<file path="src/rtl/pipelined_adder.sv">
// Pipelined WIDTH-bit adder: one CW-bit carry-ripple chunk per stage, valid/ready with backpressure.
// Optional signed-overflow output enabled by defining PIPELINED_ADDER_OVF_EN.
module pipelined_adder #(
    parameter int unsigned WIDTH  = 16,
    parameter int unsigned STAGES = 4
) (
    input  logic             clk,
    input  logic             reset,
    input  logic             in_valid,
    output logic             in_ready,
    input  logic [WIDTH-1:0] a,
    input  logic [WIDTH-1:0] b,
    input  logic             cin,
    output logic             out_valid,
    input  logic             out_ready,
    output logic [WIDTH-1:0] sum,
    output logic             cout
`ifdef PIPELINED_ADDER_OVF_EN
    ,
    output logic             ovf
`endif
);

    localparam int unsigned CW = WIDTH / STAGES;

    logic stall;

    // A result held at the output freezes the whole pipeline.
    assign stall    = out_valid && !out_ready;
    assign in_ready = !stall;

    for (genvar k = 0; k < STAGES; k++) begin : g_stage
        logic [WIDTH-1:0] a_i, b_i, s_i, s_n;
        logic [WIDTH-1:0] a_r, b_r, s_r;
        logic             c_i, v_i, c_r, v_r;
        logic [CW:0]      chunk;

        if (k == 0) begin : g_head
            assign a_i = a;
            assign b_i = b;
            assign s_i = '0;
            assign c_i = cin;
            assign v_i = in_valid;
        end else begin : g_tail
            assign a_i = g_stage[k-1].a_r;
            assign b_i = g_stage[k-1].b_r;
            assign s_i = g_stage[k-1].s_r;
            assign c_i = g_stage[k-1].c_r;
            assign v_i = g_stage[k-1].v_r;
        end

        // Operands travel along with the partial sum, so upper chunks are skewed
        // and finished lower chunks are deskewed by the same registers.
        assign chunk = (CW+1)'(a_i[k*CW +: CW]) + (CW+1)'(b_i[k*CW +: CW]) + (CW+1)'(c_i);

        always_comb begin
            s_n                = s_i;
            s_n[k*CW +: CW]    = chunk[CW-1:0];
        end

        always_ff @(posedge clk) begin
            if (reset) begin
                v_r <= 1'b0;
                c_r <= 1'b0;
                a_r <= '0;
                b_r <= '0;
                s_r <= '0;
            end else if (!stall) begin
                v_r <= v_i;
                c_r <= chunk[CW];
                a_r <= a_i;
                b_r <= b_i;
                s_r <= s_n;
            end
        end
    end

    assign out_valid = g_stage[STAGES-1].v_r;
    assign sum       = g_stage[STAGES-1].s_r;
    assign cout      = g_stage[STAGES-1].c_r;

    // Operand copies leaving the last stage have no consumer.
    logic unused_ops;
    assign unused_ops = ^{g_stage[STAGES-1].a_r, g_stage[STAGES-1].b_r};

`ifdef PIPELINED_ADDER_OVF_EN
    // Carry into the MSB recovered from the MSB sum bit, XORed with carry out.
    logic ovf_n;
    assign ovf_n = (g_stage[STAGES-1].a_i[WIDTH-1] ^ g_stage[STAGES-1].b_i[WIDTH-1]
                    ^ g_stage[STAGES-1].chunk[CW-1]) ^ g_stage[STAGES-1].chunk[CW];

    always_ff @(posedge clk) begin
        if (reset) begin
            ovf <= 1'b0;
        end else if (!stall) begin
            ovf <= ovf_n;
        end
    end
`endif

endmodule

</file>
<file path="config.mk">
export PLATFORM = sky130hd
export DESIGN_NAME = pipelined_adder
export DESIGN_NICKNAME = d
export VERILOG_FILES = /design/src/rtl/pipelined_adder.sv
export SDC_FILE = /design/constraint.sdc
export NUM_CORES = 1
export LEC_CHECK = 0
export ABC_AREA = 1
export ABC_CLOCK_PERIOD_IN_PS = 1500
export CAP_MARGIN = 20
export CORE_UTILIZATION = 40
export CTS_BUF_LIST = sky130_fd_sc_hd__clkbuf_8
export CTS_CLUSTER_SIZE = 8
export DETAILED_ROUTE_END_ITERATION = 10
export GPL_ROUTABILITY_DRIVEN = 1
export SLEW_MARGIN = 20
export SYNTH_ARGS = -nofsm -noshare
export SYNTH_HDL_FRONTEND = slang
export SYNTH_SLANG_ARGS = --single-unit
</file>
<file path="constraint.sdc">
create_clock -name clk -period 1.5 [get_ports clk]
set_input_delay 0.15 -clock clk [delete_from_list [all_inputs] [get_ports clk]]
set_output_delay 0.15 -clock clk [all_outputs]
set_load 0.02 [all_outputs]
</file>
Yosys cells after proc, flatten, opt, wreduce, memory -nomap -nowiden
Cells that the tools add are included.

Register bits: 144. Bits of input ports: 37. Output and inout bits: 19. Logic and storage cells: 29.

$add $sub $neg: 8. Reduce and logical (&&, ||, !) cells: 3.

Operators by type and width (count): 4-bit by 4-bit adder with 5-bit output (4); 5-bit by 1-bit adder with 5-bit output (4); 1-bit zero test (2); 1-bit logical AND (1).

Longest topological paths before layout
Gate-level depths: netlist (run 1).

Depth in word-level cells: 3. Depth in mapped cells: 8. Depth with buffers taken out: 8.

Least setup slack after synthesis (run 1)
OpenSTA, ideal clock, no wires.

Path kind: in2reg. Start point: input port a[0]. End point: register g_stage[0].c_r. Setup time: 115 ps. Data arrival time: 1277 ps. Required time: 1385 ps. Slack: 109 ps. Cell stages on the path: 5. Buffers on the path: 0. Cell sequence: fa_1 fa_1 a21oi_1 o21a_1 nor2_1.

Word-level cells in the longest chain between the ends: 2.

Ends and longest elaborated chain: start, declared (RTL line 11) `input logic [WIDTH-1:0] a,`; 4-bit by 4-bit adder with 5-bit output (RTL line 54) `assign chunk = (CW+1)'(a_i[k*CW +: CW]) + (CW+1)'(b_i[k*CW +: CW]) + (CW+1)'(c_i);`; 5-bit by 1-bit adder with 5-bit output (RTL line 54); end signal, assigned (RTL line 70) `c_r <= chunk[CW];`; end, declared (RTL line 35) `logic c_i, v_i, c_r, v_r;`.

No other way between the ends. A chain may end at the register's enable or synchronous reset.

Worst setup path in the final report (run 1)
Same ends and word-level chain as after synthesis.

==> metrics, run 1 <==
status completed; Final Hold Viols 0; slew of the pin with the lowest slew margin between 200 and 250 ps; drt pass-1 iters 4; slowest cell delay on critical path around 460 ps; RR Startpoint g_stage[1].a_r[8]; Final Cycle Share 96.63%; Worst Skew roughly 12 ps; setup_tns 0 ps; Setup Crit Path Kind primary input to flip-flop; Critical R2R Capture g_stage[2].s_r[9]; Syn-to-layout area delta 25.85%; Post-Synthesis Cell Area 0.003930 mm2; n_diodes 0; num rows 35; commonest non-fill, non-tap cell in the layout nor2_1; critical-path cell list clkdlybuf4s50_1 -> fa_1 -> fa_2 -> a21oi_1 -> o21a_1 -> nor2_1; slew margin rel. 84.59%; Clock transition at path regs 100 ps; Worst path top cell family by delay adder cells; Synth Area in XOR/XNOR less than 1%; Setup violations, final 0; clk sinks 96; Synth Register Bits 96; reg2reg path depth 4; GPL Wtd Cong 0.7523; register area share after synthesis 48.90%; clk_lat worst skew 360 ps; Layout fillers 934; post-synthesis mux area share 0%; routed length per placed instance about 11 um; Lkg Pwr 2.455 nW; Max Fclk 689.9 MHz; MaxCap Viol Count 0; Clock Path Buffers 2; startpoint types primary input; Hold Crit Endpoint g_stage[0].a_r[14]; worst hold path class primary input to flip-flop; Syn Inst Count 489; initial core utilization 41.94%; Pwr Density 1103 mW/mm2; I/O pins 56; vias in the first global route 2,836; compound-gate portion of the synthesized area 15.22%; Design Power 5.458 mW; min Tclk post-route 1449 ps; most frequent cells in the layout nor2_1 (155), dfxtp_1 (87), o21ai_0 (74); Worst path depth 6; hold path cells 3; Net Count, Synth 546; core area approximately 0.0094 mm2; Synth Area in Adders 7.896%; Slowest cell on crit path fa_1; CTS tree done; die width 101.1 um; die height 101.1 um; Core Util, Final 52.78%; CP arrival 1700 ps; CTS root buf clkbuf_8; Total GRT Usage 14.98%; via count between 3k and 4k; fin. max-slew vios 0; main combinational cell family by area after synthesis simple AND/OR/NAND/NOR gates; Peak VDD IR 0.0005845 V; total grt overflow 0; post-DP HPWL 4748 um; Cell variety after synth 20; TritonCTS buffer count 9; R2R Setup Slk 70 ps; Critical Path RT 1750 ps; Port Buffer Count 55; initial antenna violation count 0; detailed-route vias per instance 4.572; Post-DRT Antenna Nets 0; Fin Hold WS between 300 and 400 ps; syn_area_per_cell ~8.0 um2; crit end category flip-flop; first-pass GRT wire length 12,130 um; largest net degree at the start of global routing 53; Detailed Route WL a little over 7000 um; full die area 0.01023 mm2; DRC 0; H-tree levels 3; Iter 0 DRT Violations 81; crit path launch a[0]; RSZ-0062 raised after global routing false; Synth Area in Simple Gates 18.69%; critical path fanouts, max 2; min-delay src a[14]; WP buf/inv 1; nets@finish approximately 600; Yosys warnings 0; share of layout cells above drive strength 1 10.07%
==> registers in the layout, summed over array words and instances, names as in the netlist <==
name,cells
cout,1
g_stage.c_r,3
g_stage.s_r,24
g_stage.a_r,24
sum,16
g_stage.v_r,3
g_stage.b_r,24
out_valid,1
==> cells in the mapped netlist <==
cell type	n	area [um2]
nand3_1	10	50.05
clkbuf_1	4	15.01
buf_4	12	90.09
inv_2	2	7.510
buf_6	6	67.56
nor2_1	155	581.8
xnor2_1	1	8.760
inv_1	28	105.1
dfxtp_1	96	1922
buf_2	9	45.04
a21oi_1	20	100.1
xor2_1	3	26.28
ha_1	12	150.1
o21ai_1	22	110.1
nand2_1	21	78.83
o21a_1	1	7.510
nor2_4	1	11.26
fa_1	8	160.2
or2_2	2	12.51
o21ai_0	76	380.4
==> layer usage <==
metal  vias up  routed length (um)  track usage (%)  share of wire [%]
met5         -                   0                0                  0
met4         0                 104            5.909                1.4
met3        10                 258            3.675                3.6
met2        49                3334            26.16                 46
met1      1361                3488            17.67                 49
li1       1666                   -                -                  -
==> how the worst max path moves through the flow <==
stage / to / slack [ps]
floorplan: g_stage[0].c_r / 110
global placement: g_stage[0].c_r / -390
detailed placement: g_stage[0].c_r / -380
CTS: sum[13] / 6
global route: sum[2] / 1
finish: g_stage[0].c_r / 50
==> cells by family (layout without fill, tap and decap cells) <==
kind of cell | after synthesis | count (layout)
compound gates | 119 | 119
flops | 96 | 96
fa+ha+maj | 20 | 20
xor+xnor | 4 | 4
simple gates | 189 | 189
buf+inv | 61 | 118
==> final cells by class <==
class | instances | area (um2) | area share, %
clock buffers | 9 | 123.9 | 2.504
clock inverters | 7 | 123.9 | 2.504
inverters | 30 | 115.1 | 2.327
multi-input cells | 332 | 1694 | 34.25
flip-flops and latches | 96 | 1933 | 39.08
well taps | 129 | 161.4 | 3.263
repair buffers | 72 | 794.5 | 16.06
==> repair_timing <==
item	4_1_cts	5_1_grt
setup endpoints to repair	3	20
setup buffers	0	1
hold buffers	0	0
gates cloned	0	1
pin swaps	0	2
resized for setup	4	27
==> power breakdown <==
group / total [mW] / internal [mW] / switching, mW
clock: 2.04 / 1.12 / 0.918
sequential: 2.81 / 2.73 / 0.0848
combinational: 0.602 / 0.304 / 0.298
==> worst register-to-register path: stages, from the launching register on <==
cell and delay [ps]:
dfxtp_2 350, fa_2 400, inv_1 90, fa_2 420, a21oi_1 120
==> through the flow <==
stage | cell area, um2 | setup WS, ps | cells
3_5_place_dp | 4609 | -381.4 | 657
6_report | 4946 | 50.60 | 675
2_1_floorplan | 3930 | 108.9 | 489
3_3_place_gp | 4609 | -387.1 | 657
4_1_cts | 4860 | 5.653 | 673
5_1_grt | 4946 | 1.290 | 675
Power figures use the tool's default switching activity.
==> run 2: changes to the inputs <==
--- a/config.mk
+++ b/config.mk
@@ -8,11 +8,12 @@
 export ABC_AREA = 1
 export ABC_CLOCK_PERIOD_IN_PS = 1500
 export CAP_MARGIN = 20
-export CORE_UTILIZATION = 40
+export CORE_UTILIZATION = 45
 export CTS_BUF_LIST = sky130_fd_sc_hd__clkbuf_8
 export CTS_CLUSTER_SIZE = 8
 export DETAILED_ROUTE_END_ITERATION = 10
 export GPL_ROUTABILITY_DRIVEN = 1
+export PLACE_DENSITY = 0.71
 export SLEW_MARGIN = 20
 export SYNTH_ARGS = -nofsm -noshare
 export SYNTH_HDL_FRONTEND = slang
==> metrics, run 2 (same netlist as run 1, synthesis figures left out) <==
most frequent cells in the layout nor2_1 (155), dfxtp_1 (91), o21ai_0 (73); Worst Skew 10.44 ps (-1.149 ps); Critical Path RT 1790 ps (+40 ps); Reg area 0.001928 mm2 (-0.26%); detailed-route vias per instance 4.826 (+5.6%); Total GRT Usage 17.12% (+2.1 points); Pwr Density 1099 mW/mm2 (-0.43%); Setup Crit Path Kind flip-flop to flip-flop; Clock transition at path regs 90 ps (about the same); Critical R2R Capture g_stage[1].s_r[5]; Final Hold Viols 0 (unchanged); Design Power 5.418 mW (-0.73%); full die area 0.009111 mm2 (-11%); crit end category flip-flop; Detailed Route WL 7211 um (+0.35%); initial antenna violation count 0 (unchanged); initial core utilization 47.12% (+5.2 points); DRC 0 (unchanged); Post-Layout Cell Count 651 (-3.6%); Layout fillers 763 (-18%); Port Buffer Count 55 (unchanged); via count 3,142 (+1.8%); routed length per placed instance 11.08 um (+4.0%); TritonCTS buffer count 9 (unchanged); clk sinks 96 (unchanged); Post-DRT Antenna Nets 0 (unchanged); min-delay src reset; H-tree levels 3 (unchanged); die height 95.45 um (-5.6%); Clock power frac 37.0% (-0.4 points); clk_lat worst skew 360 ps (about the same); share of layout cells above drive strength 1 9.158% (-0.92 points); MaxCap Viol Count 0 (unchanged); RSZ-0062 raised after global routing true; nets@finish 598 (unchanged); die width 95.45 um (-5.6%); min Tclk post-route 1462 ps (+13.01 ps); n_diodes 0 (unchanged); worst hold path class primary input to flip-flop; Logic pwr share 11.2% (+0.2 points); biggest regs g_stage.a_r x24, g_stage.b_r x24, g_stage.s_r x24; vias in the first global route 2,900 (+2.3%); reg2reg path depth 4 (unchanged); crit path launch g_stage[0].a_r[4]; first-pass GRT wire length 12,180 um (+0.40%); power share of the sequential group 51.9% (+0.4 points); Final Cycle Share 97.49% (+0.87 points); num rows 33 (-5.7%); Post-CTS Hold Buffers 0 (unchanged); total grt overflow 0 (unchanged); startpoint types flip-flop; CTS tree done; Syn-to-layout area delta 25.47%; commonest non-fill, non-tap cell in the layout nor2_1; Lkg Pwr 2.526 nW (+2.9%); fin. max-slew vios 0 (unchanged); R2R Setup Slk 40 ps (-30 ps); status completed; Internal 4.177 mW (+0.49%); CP arrival 1750 ps (+50 ps); CTS root buf clkbuf_8; slew margin rel. 83.69% (-0.90 points); RR Startpoint g_stage[0].a_r[4]; DP Cell Count 630 (-4.1%); Setup violations, final 0 (unchanged); slew of the pin with the lowest slew margin 244.7 ps (+13.91 ps); drt pass-1 iters 4 (unchanged); Worst setup endpoint g_stage[1].s_r[5]; largest net degree at the start of global routing 73 (+38%); GPL Wtd Cong 0.7469 (-0.72%); post-DP HPWL 4635 um (-2.4%); Clock Path Buffers 2 (unchanged); Net Sw Frac 22.91% (-0.94 points); Max Fclk 683.8 MHz (-0.89%); Iter 0 DRT Violations 104 (+28%); core area 0.008341 mm2 (-11%); critical path fanouts, max 2 (unchanged); area of the multi-input gates 0.001697 mm2 (+0.15%); Peak VDD IR 0.0004536 V (-22%); I/O pins 56 (unchanged); sw power 1.241 mW (-4.6%)
-- run 2: cell types whose count changed in the layout (fill, tap and decap cells not counted), sizes merged, moves of 2 or more --
cell / previous run / this run
clkdlybuf4s50: 42 / 39
dlymetal6s2s: 11 / 14
clkinv: 0 / 2
inv: 33 / 31
-- run 2: how the worst min path moves through the flow --
stage,end,slack (ps),depth (start not counted)
after floorplan,out_valid,220,1
after global placement,g_stage[2].v_r,440,2
after detailed placement,out_valid,460,2
after CTS,out_valid,360,2
after global routing,out_valid,370,2
final,out_valid,380,2
-- run 2: layer usage --
layer  track usage [%]  wire [um]
met5                 0          0
met4             4.851         55
met3             5.343        322
met2             30.54       3410
met1             19.57       3422
-- run 2: power groups by stage --
stage / combinational, mW / sequential, mW / clock (mW)
floorplan: 0.335 / 2.88 / 0
global placement: 0.578 / 2.86 / 0
detailed placement: 0.596 / 2.87 / 0
CTS: 0.603 / 2.81 / 2.05
global route: 0.687 / 2.83 / 2.18
finish: 0.604 / 2.81 / 2.00
-- run 2: repair_timing --
action                     4_1_cts  5_1_grt
setup buffers                    0        3
cloned                           1        1
pin swaps                        0        2
setup endpoints to repair        3       22
resized for setup                2       29
-- run 2: final cells by class --
type | count | share of cell area, %
Timing Repair Buffer | 72 | 16.52
Inverter | 30 | 2.334
Multi-Input combinational cell | 332 | 34.41
Tap cell | 105 | 2.664
Clock buffer | 10 | 2.791
Sequential cell | 96 | 39.10
Clock inverter | 6 | 2.182
-- run 2: per-stage QoR --
| step | utilization (%) | hold slack, ps | TNS, ps | setup slack [ps] | cell area [um2] |
|---|---|---|---|---|---|
| finish | 59.12 | 383.6 | 0 | 37.59 | 4931 |
| global route | 59.12 | 371.4 | -48.71 | -35.41 | 4931 |
| CTS | 57.83 | 361.9 | 0 | 1.926 | 4823 |
| detailed placement | 54.49 | 460.3 | -1125 | -412.6 | 4544 |
| global placement | 54.49 | 442.2 | -977.9 | -381.0 | 4544 |
| floorplan | - | 219.1 | 0 | 108.9 | 3930 |
-- run 2: worst max-delay path, cell delays in order (launching register included) --
cell and delay, ps:
dfxtp_2 340, fa_1 440, inv_1 80, fa_1 410, a21oi_1 130
==> run 3: changes to the inputs <==
--- a/config.mk
+++ b/config.mk
@@ -9,7 +9,7 @@
 export ABC_CLOCK_PERIOD_IN_PS = 1500
 export CAP_MARGIN = 20
 export CORE_UTILIZATION = 45
-export CTS_BUF_LIST = sky130_fd_sc_hd__clkbuf_8
+export CTS_BUF_LIST = sky130_fd_sc_hd__clkbuf_4
 export CTS_CLUSTER_SIZE = 8
 export DETAILED_ROUTE_END_ITERATION = 10
 export GPL_ROUTABILITY_DRIVEN = 1
==> metrics, run 3 (same netlist as run 1, synthesis figures left out) <==
MaxCap Viol Count 0 (unchanged); commonest non-fill, non-tap cell in the layout nor2_1; Peak VDD IR 0.0003995 V (-12%); first-pass GRT wire length 12,080 um (-0.80%); vias in the first global route 2,866 (-1.2%); Pwr Density 1053 mW/mm2 (-4.2%); min-delay src reset; routed length per placed instance 10.74 um (-3.0%); Total GRT Usage 16.98% (-0.13 points); post-DP HPWL 4635 um (unchanged); Place WS -412.6 ps (unchanged); Final Hold Viols 0 (unchanged); Fin Hold WS 282.2 ps (-101.4 ps); Critical Path RT 1850 ps (+60 ps); critical path fanouts, max 2 (unchanged); TritonCTS buffer count 9 (unchanged); slew of the pin with the lowest slew margin 247.8 ps (+3.109 ps); nets@finish 600 (+0.33%); DRC 0 (unchanged); Hold Crit Endpoint out_valid; status completed; worst hold path class primary input to flip-flop; startpoint types flip-flop; Syn-to-layout area delta 22.67%; num rows 33 (unchanged); clk_lat worst skew 440 ps (+80 ps); Port Buffer Count 55 (unchanged); Critical R2R Capture g_stage[2].s_r[9]; Setup violations, final 0 (unchanged); Slowest cell on crit path fa_2; Worst Skew 26.39 ps (+15.95 ps); biggest regs g_stage.a_r x24, g_stage.b_r x24, g_stage.s_r x24; Post-CTS Hold Buffers 0 (unchanged); min Tclk post-route 1439 ps (-22.98 ps); Worst path top cell family by delay adder cells; full die area 0.009111 mm2 (unchanged); Iter 0 DRT Violations 104 (unchanged); Post-DRT Antenna Nets 0 (unchanged); WP buf/inv 1 (unchanged); n_diodes 0 (unchanged); via count 3,149 (+0.22%); final worst setup slack 60.57 ps (+22.98 ps); Clock Path Buffers 2 (unchanged); Post-Layout Cell Count 653 (+0.31%); slowest cell delay on critical path 420 ps (-20 ps); Final Cycle Share 95.96% (-1.5 points); crit path launch g_stage[1].a_r[8]; fin. max-slew vios 0 (unchanged); most frequent cells in the layout nor2_1 (155), dfxtp_1 (88), o21ai_0 (73); H-tree levels 3 (unchanged); area post-placement 0.004544 mm2 (unchanged); CP most frequent cell fa_2; slew margin rel. 83.31% (-0.38 points); core area 0.008341 mm2 (unchanged); die height 95.45 um (unchanged); Lkg Pwr 2.326 nW (-7.9%); DP Cell Count 630 (unchanged); I/O pins 56 (unchanged); CP arrival 1790 ps (+40 ps); GPL Wtd Cong 0.7469 (unchanged); drt pass-1 iters 5 (+1); reg2reg path depth 4 (unchanged); share of layout cells above drive strength 1 10.22% (+1.1 points); initial core utilization 47.12% (unchanged); cell area after layout 0.004821 mm2 (-2.2%); critical-path cell list fa_2 -> inv_1 -> fa_2 -> a21oi_1; clk sinks 96 (unchanged); RR Startpoint g_stage[1].a_r[8]; Clock transition at path regs 150 ps (+60 ps); Detailed Route WL 7015 um (-2.7%); Max Fclk 694.7 MHz (+1.6%); largest net degree at the start of global routing 73 (unchanged); crit end category flip-flop; die width 95.45 um (unchanged); RSZ-0062 raised after global routing true; detailed-route vias per instance 4.822 (about the same); R2R Setup Slk 60 ps (+20 ps); total grt overflow 0 (unchanged); hold path cells 2 (unchanged); CTS tree done; initial antenna violation count 0 (unchanged); Setup Crit Path Kind flip-flop to flip-flop; CTS root buf clkbuf_4
-- run 3: metrics by stage --
step           util, %  power (mW)  setup TNS [ps]
3_5_place_dp     54.49       3.467           -1125
6_report         57.80       5.077               0
4_1_cts          56.92       5.116          -33.64
2_1_floorplan        -       3.219               0
5_1_grt          57.80       5.355          -42.60
3_3_place_gp     54.49       3.441          -977.9
-- run 3: worst register-to-register path, stage by stage (launching register included) --
cell	delay, ps
dfxtp_2	350
fa_2	390
inv_1	80
fa_2	420
a21oi_1	130
-- run 3: worst max-delay path by stage --
| stage | to | cells past startpoint |
|---|---|---|
| floorplan | g_stage[0].c_r | 5 |
| global placement | g_stage[0].c_r | 6 |
| detailed placement | g_stage[0].c_r | 6 |
| CTS | in_ready | 5 |
| global route | in_ready | 4 |
| finish | g_stage[2].s_r[9] | 4 |
-- run 3: routing by layer --
metal | track usage [%] | part of all wire (%)
met5 | 0 | 0
met3 | 4.147 | 3.8
met2 | 29.94 | 47
met4 | 6.716 | 1.1
met1 | 19.68 | 48
-- run 3: what timing repair did --
item | in CTS | in global routing
setup endpoints to repair | 21 | 8
gates cloned | 1 | 1
resized for setup | 23 | 20
pin swaps | 0 | 2
setup buffers | 0 | 6
-- run 3: layout make-up --
type	instances	area, um2
fillers	779	3520
flip-flops and latches	96	1932
multi-input cells	332	1698
repair buffers	73	743.2
well taps	105	131.4
inverters	30	125.1
clock inverters	6	107.6
clock buffers	10	75.07
repair inverters	1	8.758
-- run 3: power breakdown --
part,internal (mW),leakage (nW),total [mW],switching [mW]
clock network,0.859,0.0980,1.67,0.813
registers,2.73,0.793,2.81,0.0849
logic,0.291,1.44,0.591,0.300
total,3.88,2.33,5.08,1.20
